[src/rtl/fetch_unit.sv]
`timescale 1ns/1ps
// Instruction-fetch stage: req/ack fetch from imem into the IF/ID register, with a one-entry skid buffer.
// Define FETCH_TIMEOUT_EN to abort a fetch that waits TIMEOUT cycles for imem_ack.
module fetch_unit #(
   parameter int DW = 32,
   parameter int AW = 32,
   parameter logic [DW-1:0] NOP = 32'h00000000,
   parameter int TIMEOUT = 16
) (
   input  logic          clk,
   input  logic          rst,
   input  logic [AW-1:0] pc,
   input  logic          stall,
   input  logic          flush,
   output logic          imem_req,
   output logic [AW-1:0] imem_addr,
   input  logic [DW-1:0] imem_rdata,
   input  logic          imem_ack,
   output logic          pc_wen,
   output logic          ifid_valid,
   output logic [DW-1:0] ifid_inst,
   output logic [AW-1:0] ifid_pc,
   output logic [AW-1:0] ifid_pc4,
   output logic          fetch_err
);

   typedef enum logic [1:0] {ADDR, FETCH, HOLD} state_t;

   state_t        state, state_nxt;
   logic [AW-1:0] fetch_addr;
   logic [AW-1:0] fault_pc;
   logic [DW-1:0] skid_inst;
   logic [AW-1:0] skid_pc;
   logic          kill, kill_nxt;
   logic          latch_addr, ld_mem, ld_skid, ld_fault, cap_skid;

`ifdef FETCH_TIMEOUT_EN
   localparam int CW = $clog2(TIMEOUT + 1);
   logic [CW-1:0] wait_cnt;
   logic          timed_out;

   assign timed_out = (state == FETCH) && !imem_ack && (wait_cnt == CW'(TIMEOUT - 1));

   always_ff @(posedge clk or negedge rst) begin
      if (!rst)
         wait_cnt <= '0;
      else if (state != FETCH)
         wait_cnt <= '0;
      else if (!timed_out)
         wait_cnt <= wait_cnt + 1'b1;
   end
`endif

   assign imem_addr = fetch_addr;

   always_ff @(posedge clk or negedge rst) begin
      if (!rst) begin
         state <= ADDR;
         kill  <= 1'b0;
      end else begin
         state <= state_nxt;
         kill  <= kill_nxt;
      end
   end

   // A flushed in-flight fetch keeps its request up until ack and is then dropped via kill.
   always_comb begin
      state_nxt  = state;
      kill_nxt   = kill;
      imem_req   = 1'b0;
      pc_wen     = 1'b0;
      latch_addr = 1'b0;
      ld_mem     = 1'b0;
      ld_skid    = 1'b0;
      ld_fault   = 1'b0;
      cap_skid   = 1'b0;
      fault_pc   = fetch_addr;
      case (state)
         ADDR: begin
            if (!flush) begin
               if (pc[1:0] != 2'b00) begin
                  fault_pc = pc;
                  ld_fault = !ifid_valid || !stall;
               end else begin
                  latch_addr = 1'b1;
                  state_nxt  = FETCH;
               end
            end
         end
         FETCH: begin
            imem_req = 1'b1;
            if (imem_ack) begin
               if (kill || flush) begin
                  kill_nxt  = 1'b0;
                  state_nxt = ADDR;
               end else if (!ifid_valid || !stall) begin
                  ld_mem    = 1'b1;
                  pc_wen    = 1'b1;
                  state_nxt = ADDR;
               end else begin
                  cap_skid  = 1'b1;
                  state_nxt = HOLD;
               end
`ifdef FETCH_TIMEOUT_EN
            end else if (timed_out) begin
               kill_nxt  = 1'b0;
               ld_fault  = !kill && !flush;
               state_nxt = ADDR;
`endif
            end else if (flush) begin
               kill_nxt = 1'b1;
            end
         end
         HOLD: begin
            if (flush) begin
               state_nxt = ADDR;
            end else if (!stall) begin
               ld_skid   = 1'b1;
               pc_wen    = 1'b1;
               state_nxt = ADDR;
            end
         end
         default: state_nxt = ADDR;
      endcase
   end

   always_ff @(posedge clk or negedge rst) begin
      if (!rst) begin
         fetch_addr <= '0;
         skid_inst  <= NOP;
         skid_pc    <= '0;
      end else begin
         if (latch_addr)
            fetch_addr <= pc;
         if (cap_skid) begin
            skid_inst <= imem_rdata;
            skid_pc   <= fetch_addr;
         end
      end
   end

   // Flush wins over every load; otherwise an unstalled decode retires the current entry.
   always_ff @(posedge clk or negedge rst) begin
      if (!rst) begin
         ifid_valid <= 1'b0;
         ifid_inst  <= NOP;
         ifid_pc    <= '0;
         ifid_pc4   <= '0;
         fetch_err  <= 1'b0;
      end else if (flush) begin
         ifid_valid <= 1'b0;
         ifid_inst  <= NOP;
         fetch_err  <= 1'b0;
      end else if (ld_mem) begin
         ifid_valid <= 1'b1;
         ifid_inst  <= imem_rdata;
         ifid_pc    <= fetch_addr;
         ifid_pc4   <= fetch_addr + AW'(4);
         fetch_err  <= 1'b0;
      end else if (ld_skid) begin
         ifid_valid <= 1'b1;
         ifid_inst  <= skid_inst;
         ifid_pc    <= skid_pc;
         ifid_pc4   <= skid_pc + AW'(4);
         fetch_err  <= 1'b0;
      end else if (ld_fault) begin
         ifid_valid <= 1'b1;
         ifid_inst  <= NOP;
         ifid_pc    <= fault_pc;
         ifid_pc4   <= fault_pc + AW'(4);
         fetch_err  <= 1'b1;
      end else if (!stall) begin
         ifid_valid <= 1'b0;
      end
   end

endmodule

[config.mk]
export PLATFORM = sky130hd
export DESIGN_NAME = fetch_unit
export DESIGN_NICKNAME = d
export VERILOG_FILES = /design/src/rtl/fetch_unit.sv
export SDC_FILE = /design/constraint.sdc
export NUM_CORES = 1
export LEC_CHECK = 0
export ABC_AREA = 1
export BUFFER_PORTS_ARGS = -buffer_cell sky130_fd_sc_hd__buf_2
export CORE_MARGIN = 2
export CORE_UTILIZATION = 30
export CTS_BUF_LIST = sky130_fd_sc_hd__clkbuf_8
export DETAILED_ROUTE_END_ITERATION = 8
export MAX_ROUTING_LAYER = met4
export SETUP_SLACK_MARGIN = 0.4
export SLEW_MARGIN = 20
export SYNTH_ARGS = -nofsm -noshare
export SYNTH_HDL_FRONTEND = slang
export SYNTH_SLANG_ARGS = --single-unit
[constraint.sdc]
create_clock -name clk -period 2.4 [get_ports clk]
set_input_delay 0.12 -clock clk [delete_from_list [all_inputs] [get_ports clk]]
set_output_delay 0.12 -clock clk [all_outputs]
set_load 0.02 [all_outputs]
==> summary.txt <==
Timing
  • Hold Violations, Final: 0
  • Unrepaired setup endpoints after global routing: true
  • Final max-slew violation count: 0
  • Slew margin rel.: around 50%
  • Post-route setup TNS: -0.411 ns
  • Worst setup skew after layout: approximately 0.026 ns
  • Min Tclk post-route: approximately 2.5 ns
  • Number of setup violations in the final report: 17
  • Worst Slack Setup Final: -0.0683 ns
  • Smallest hold slack: between 0.07 and 0.08 ns
  • Transition time of the tightest slew-check pin: approximately 0.75 ns
  • Maximum clock rate: 405 MHz
  • Period utilization: 103%

Critical path
  • Slowest cell on the critical path: dfrtp_1
  • Most frequent cell on the critical path: buf_12
  • Critical path arrival: 2.87 ns
  • List of cells traversed by the critical path: inv_2 > ha_4 > nand2_2 > inv_2 > nand3_4 > buf_12 > nand2_8 > clkbuf_16 > buf_6 > a21oi_4 > buf_12 > buf_12 > buf_4 > nor2_1 > nand4_1 > o21ai_1 > inv_1
  • Category of the worst setup path launch point: flip-flop
  • Crit-path leading delay family: buffers and inverters
  • CP max FO: 8
  • Logic depth of the worst register-to-register path: 17
  • Reg2Reg Capture Point: ifid_pc4[19]
  • Slowest cell delay on critical path: 0.41 ns
  • Critical Setup Path Class: reg -> reg
  • Beginning of the worst register-to-register path: state[1]
  • Element type at the critical path end: flip-flop
  • Required time reported for the critical path endpoint: between 2 and 3 ns
  • Slack of the worst reg-to-reg path: -0.07 ns
  • Bufs and invs on worst path: 9

Drt
  • Initial DRC Count: between 600 and 700
  • DRC errors left: 0
  • Highest metal layer with signal wires: met4
  • Vias per Instance: 4.91
  • Met2 wire length: 20600 um
  • Drt wl/cell: about 18 um
  • Final WL: 42200 um
  • Met1 wire length: about 18000 um
  • Drt first pass iters: 5
  • Routed Antenna Nets: 0
  • Number of vias in the routed layout: 11.4k
  • DR WL met3: ~2600 um

Yosys
  • Leading register cell type out of synthesis: dfrtp_1
  • Arithmetic-cell share of the synthesized area counting full adders, half adders and majority gates: less than 1%
  • Simple-gate area share of the yosys netlist: about a third
  • Count of state elements after synthesis: roughly 200
  • Number of flops mapped to enable cells by yosys: 0
  • Compound-gate portion of the synthesized area: between 10% and 20%
  • Mean instance size in the synthesized netlist: 7.29 um2
  • Largest family of logic cells by synthesized area: simple AND/OR/NAND/NOR gates
  • Cell area after synthesis: 10600 um2
  • Number of standard cells after synthesis: between 1k and 1.5k
  • Mux share of post-synthesis cell area: 0%
  • Area share of xor/xnor cells in the synthesized design: less than 1%
  • Sequential-to-total area share from yosys stat: between 40% and 50%
  • FFs w/ async S/R, synth: 100%
  • Syn nets: ~1.5k
  • Yosys synthesis warning count: 0
  • Number of different library cells in the post-synthesis netlist: 34

Cells and area
  • Final Cell Area: between 15000 and 20000 um2
  • Layout overhead on the synthesized area: 58.0%
  • Seq. cell area: about 4900 um2
  • NumNets Final: between 1.5k and 2k
  • Fill cell total of the finished layout: around 3.3k
  • Filler-free cell count of the finished design: ~2.3k
  • Area occupied by multi-input gates: just over 6000 um2
  • Final Util: between 40% and 50%
  • Proportion of layout cells with a drive suffix above 1: between 30% and 40%

Worst hold path
  • End point of the most critical hold path: state[0]
  • Hold-critical path depth: 4
  • Launch point of the worst hold path: stall
  • Hold crit path type: in -> reg

GRT
  • GRT overflow: 0
  • Vias in the first global route: 10.9k
  • Wire length of the first global-routing pass: ~61000 um
  • Tot GR Track Use: 22.4%
  • Number of antenna violations at the first check in global routing: 3
  • Maximum number of pins on one net before global-route repair: 66

Placement
  • Placer congestion estimate: a little under 0.9
  • # port buffers: 200
  • Worst Setup Slack post-DPL: -0.137 ns
  • Area after detailed placement: approximately 13000 um2
  • Number of cells after detailed placement: between 2k and 2.5k
  • Hpwl dp: approximately 28000 um

Die
  • Floorplan die area: about 37000 um2
  • Area inside the core boundary: between 30000 and 40000 um2
  • Boundary pin count: approximately 200
  • Overall die height: approximately 190 um
  • Die outline width: roughly 190 um
  • Starting density of the core: 30.5%
  • Floorplan row count: 68

Pwr
  • Power share of the sequential group: between 20% and 30%
  • Power, Total: ~23 mW
  • Combinational Power Share: between 60% and 70%
  • Peak VDD IR: 0.940 mV
  • Part of the power in the clock network: between 10% and 20%
  • Cell leakage power: about 8.2 nW
  • PwrDens: ~1400 nW/um2
  • Switching power share of the total: between 40% and 50%
  • Internal power: between 10 and 15 mW
  • Switching component of the power: 11.2 mW

Job
  • Reported max-cap violation count: 0

Run status
  • Status: complete, but fails checks
  • Failing checks: setup timing

Clocking
  • CTS Buf Count: 17
  • Htree depth: 4
  • Sink Count: just under 200
  • Clock tree from TritonCTS: built
  • CTS Buffer Depth: 2
  • Clock tree root buffer cell: clkbuf_8
  • Clock-pin transition on the worst setup and hold timing paths: around 0.10 ns
  • Clock insertion delay at the later pin of the skew report: about 0.52 ns
[placed cells by master (no fill, tap or decap), types with 38 or more instances in the layout]
master and n:
nand2_2 64, dlygate4sd3_1 64, buf_4 125, dfrtp_1 195, o21ai_0 78, nor2_1 118, buf_2 198, nand2_1 416
nand3_1 38, nor2_4 41, inv_1 108
[worst max path at each step]
stage / slack (ns) / start / endpoint / cells after the start
2_1_floorplan: 0.21 / state[1] / ifid_pc4[22] / 17
3_3_place_gp: -0.15 / state[1] / ifid_pc4[31] / 18
3_5_place_dp: -0.14 / state[0] / ifid_pc4[22] / 16
4_1_cts: -0.03 / state[1] / ifid_pc4[28] / 19
5_1_grt: -0.22 / state[1] / ifid_pc4[13] / 19
6_report: -0.07 / state[1] / ifid_pc4[19] / 17
[layer usage]
layer | track usage (%) | vias up
met2 | 35.4 | 367
li1 | - | 5458
met5 | - | -
met3 | 4.97 | 66
met4 | 7.31 | 0
met1 | 28.3 | 5505
[registers in the layout, indices dropped and copies added, names as in the netlist]
name and count:
imem_addr 32, ifid_inst 32, ifid_pc4 30, skid_inst 32
ifid_pc 32, skid_pc 32, state 2, fetch_err 1
ifid_valid 1, kill 1
[power groups by stage]
stage	Combinational, mW	Sequential (mW)	Clock [mW]
final	14.8	5.95	2.30
after global routing	16.0	6.10	2.49
after CTS	12.4	5.78	2.36
after detailed placement	10.7	5.80	0
after global placement	10.7	5.79	0
after floorplan	4.86	6.81	0
[cells in the mapped netlist (all sizes together), types with 2 or more instances]
| library cell | count | area share (%) |
|---|---|---|
| nand2 | 518 | 19 |
| nor2 | 197 | 8.3 |
| dfrtp | 195 | 46 |
| inv | 130 | 4.6 |
| o21ai | 120 | 5.7 |
| nand3 | 78 | 3.9 |
| buf | 44 | 2.7 |
| clkbuf | 38 | 1.3 |
| a21oi | 36 | 1.7 |
| nand4 | 35 | 2.1 |
| o311ai | 32 | 2.6 |
| a31oi | 8 | 0.47 |
| ha | 5 | 0.59 |
| xor2 | 5 | 0.41 |
| o211ai | 3 | 0.21 |
| clkinv | 2 | 0.071 |
| nor3 | 2 | 0.14 |
[area by class of cell]
type,count,area share [%]
multi-input cells,1043,37.2
flip-flops and latches,195,29.2
repair buffers,464,24.5
well taps,455,3.41
inverters,132,3.16
diodes,3,0.0449
clock buffers,17,1.40
clock inverters,14,1.02
[tightest hold or removal path, delay by kind of cell]
kind,cells,cell delay [ns]
buf+inv,1,0.12
simple gates,2,0.23
compound gates,1,0.09
[timing repair]
item,in CTS,in global routing
pin swaps,19,87
endpoints found under the setup margin,97,146
gates resized for setup,165,272
setup buffers,17,19
endpoints found under the hold margin,155,0
hold buffers,65,0
cloned,8,20
[logic make-up (layout without fill, tap and decap cells)]
logic type                 count (synthesis)  in the layout
and+or+nand+nor                          832            834
buffers and inverters                    214            627
AOI/OAI and AO/OA                        199            199
DFF                                      195            195
adders and majority gates                  5              5
xor gates and xnor gates                   5              5
other                                      0              3
Note: power is estimated with default switching activity, not from simulation.
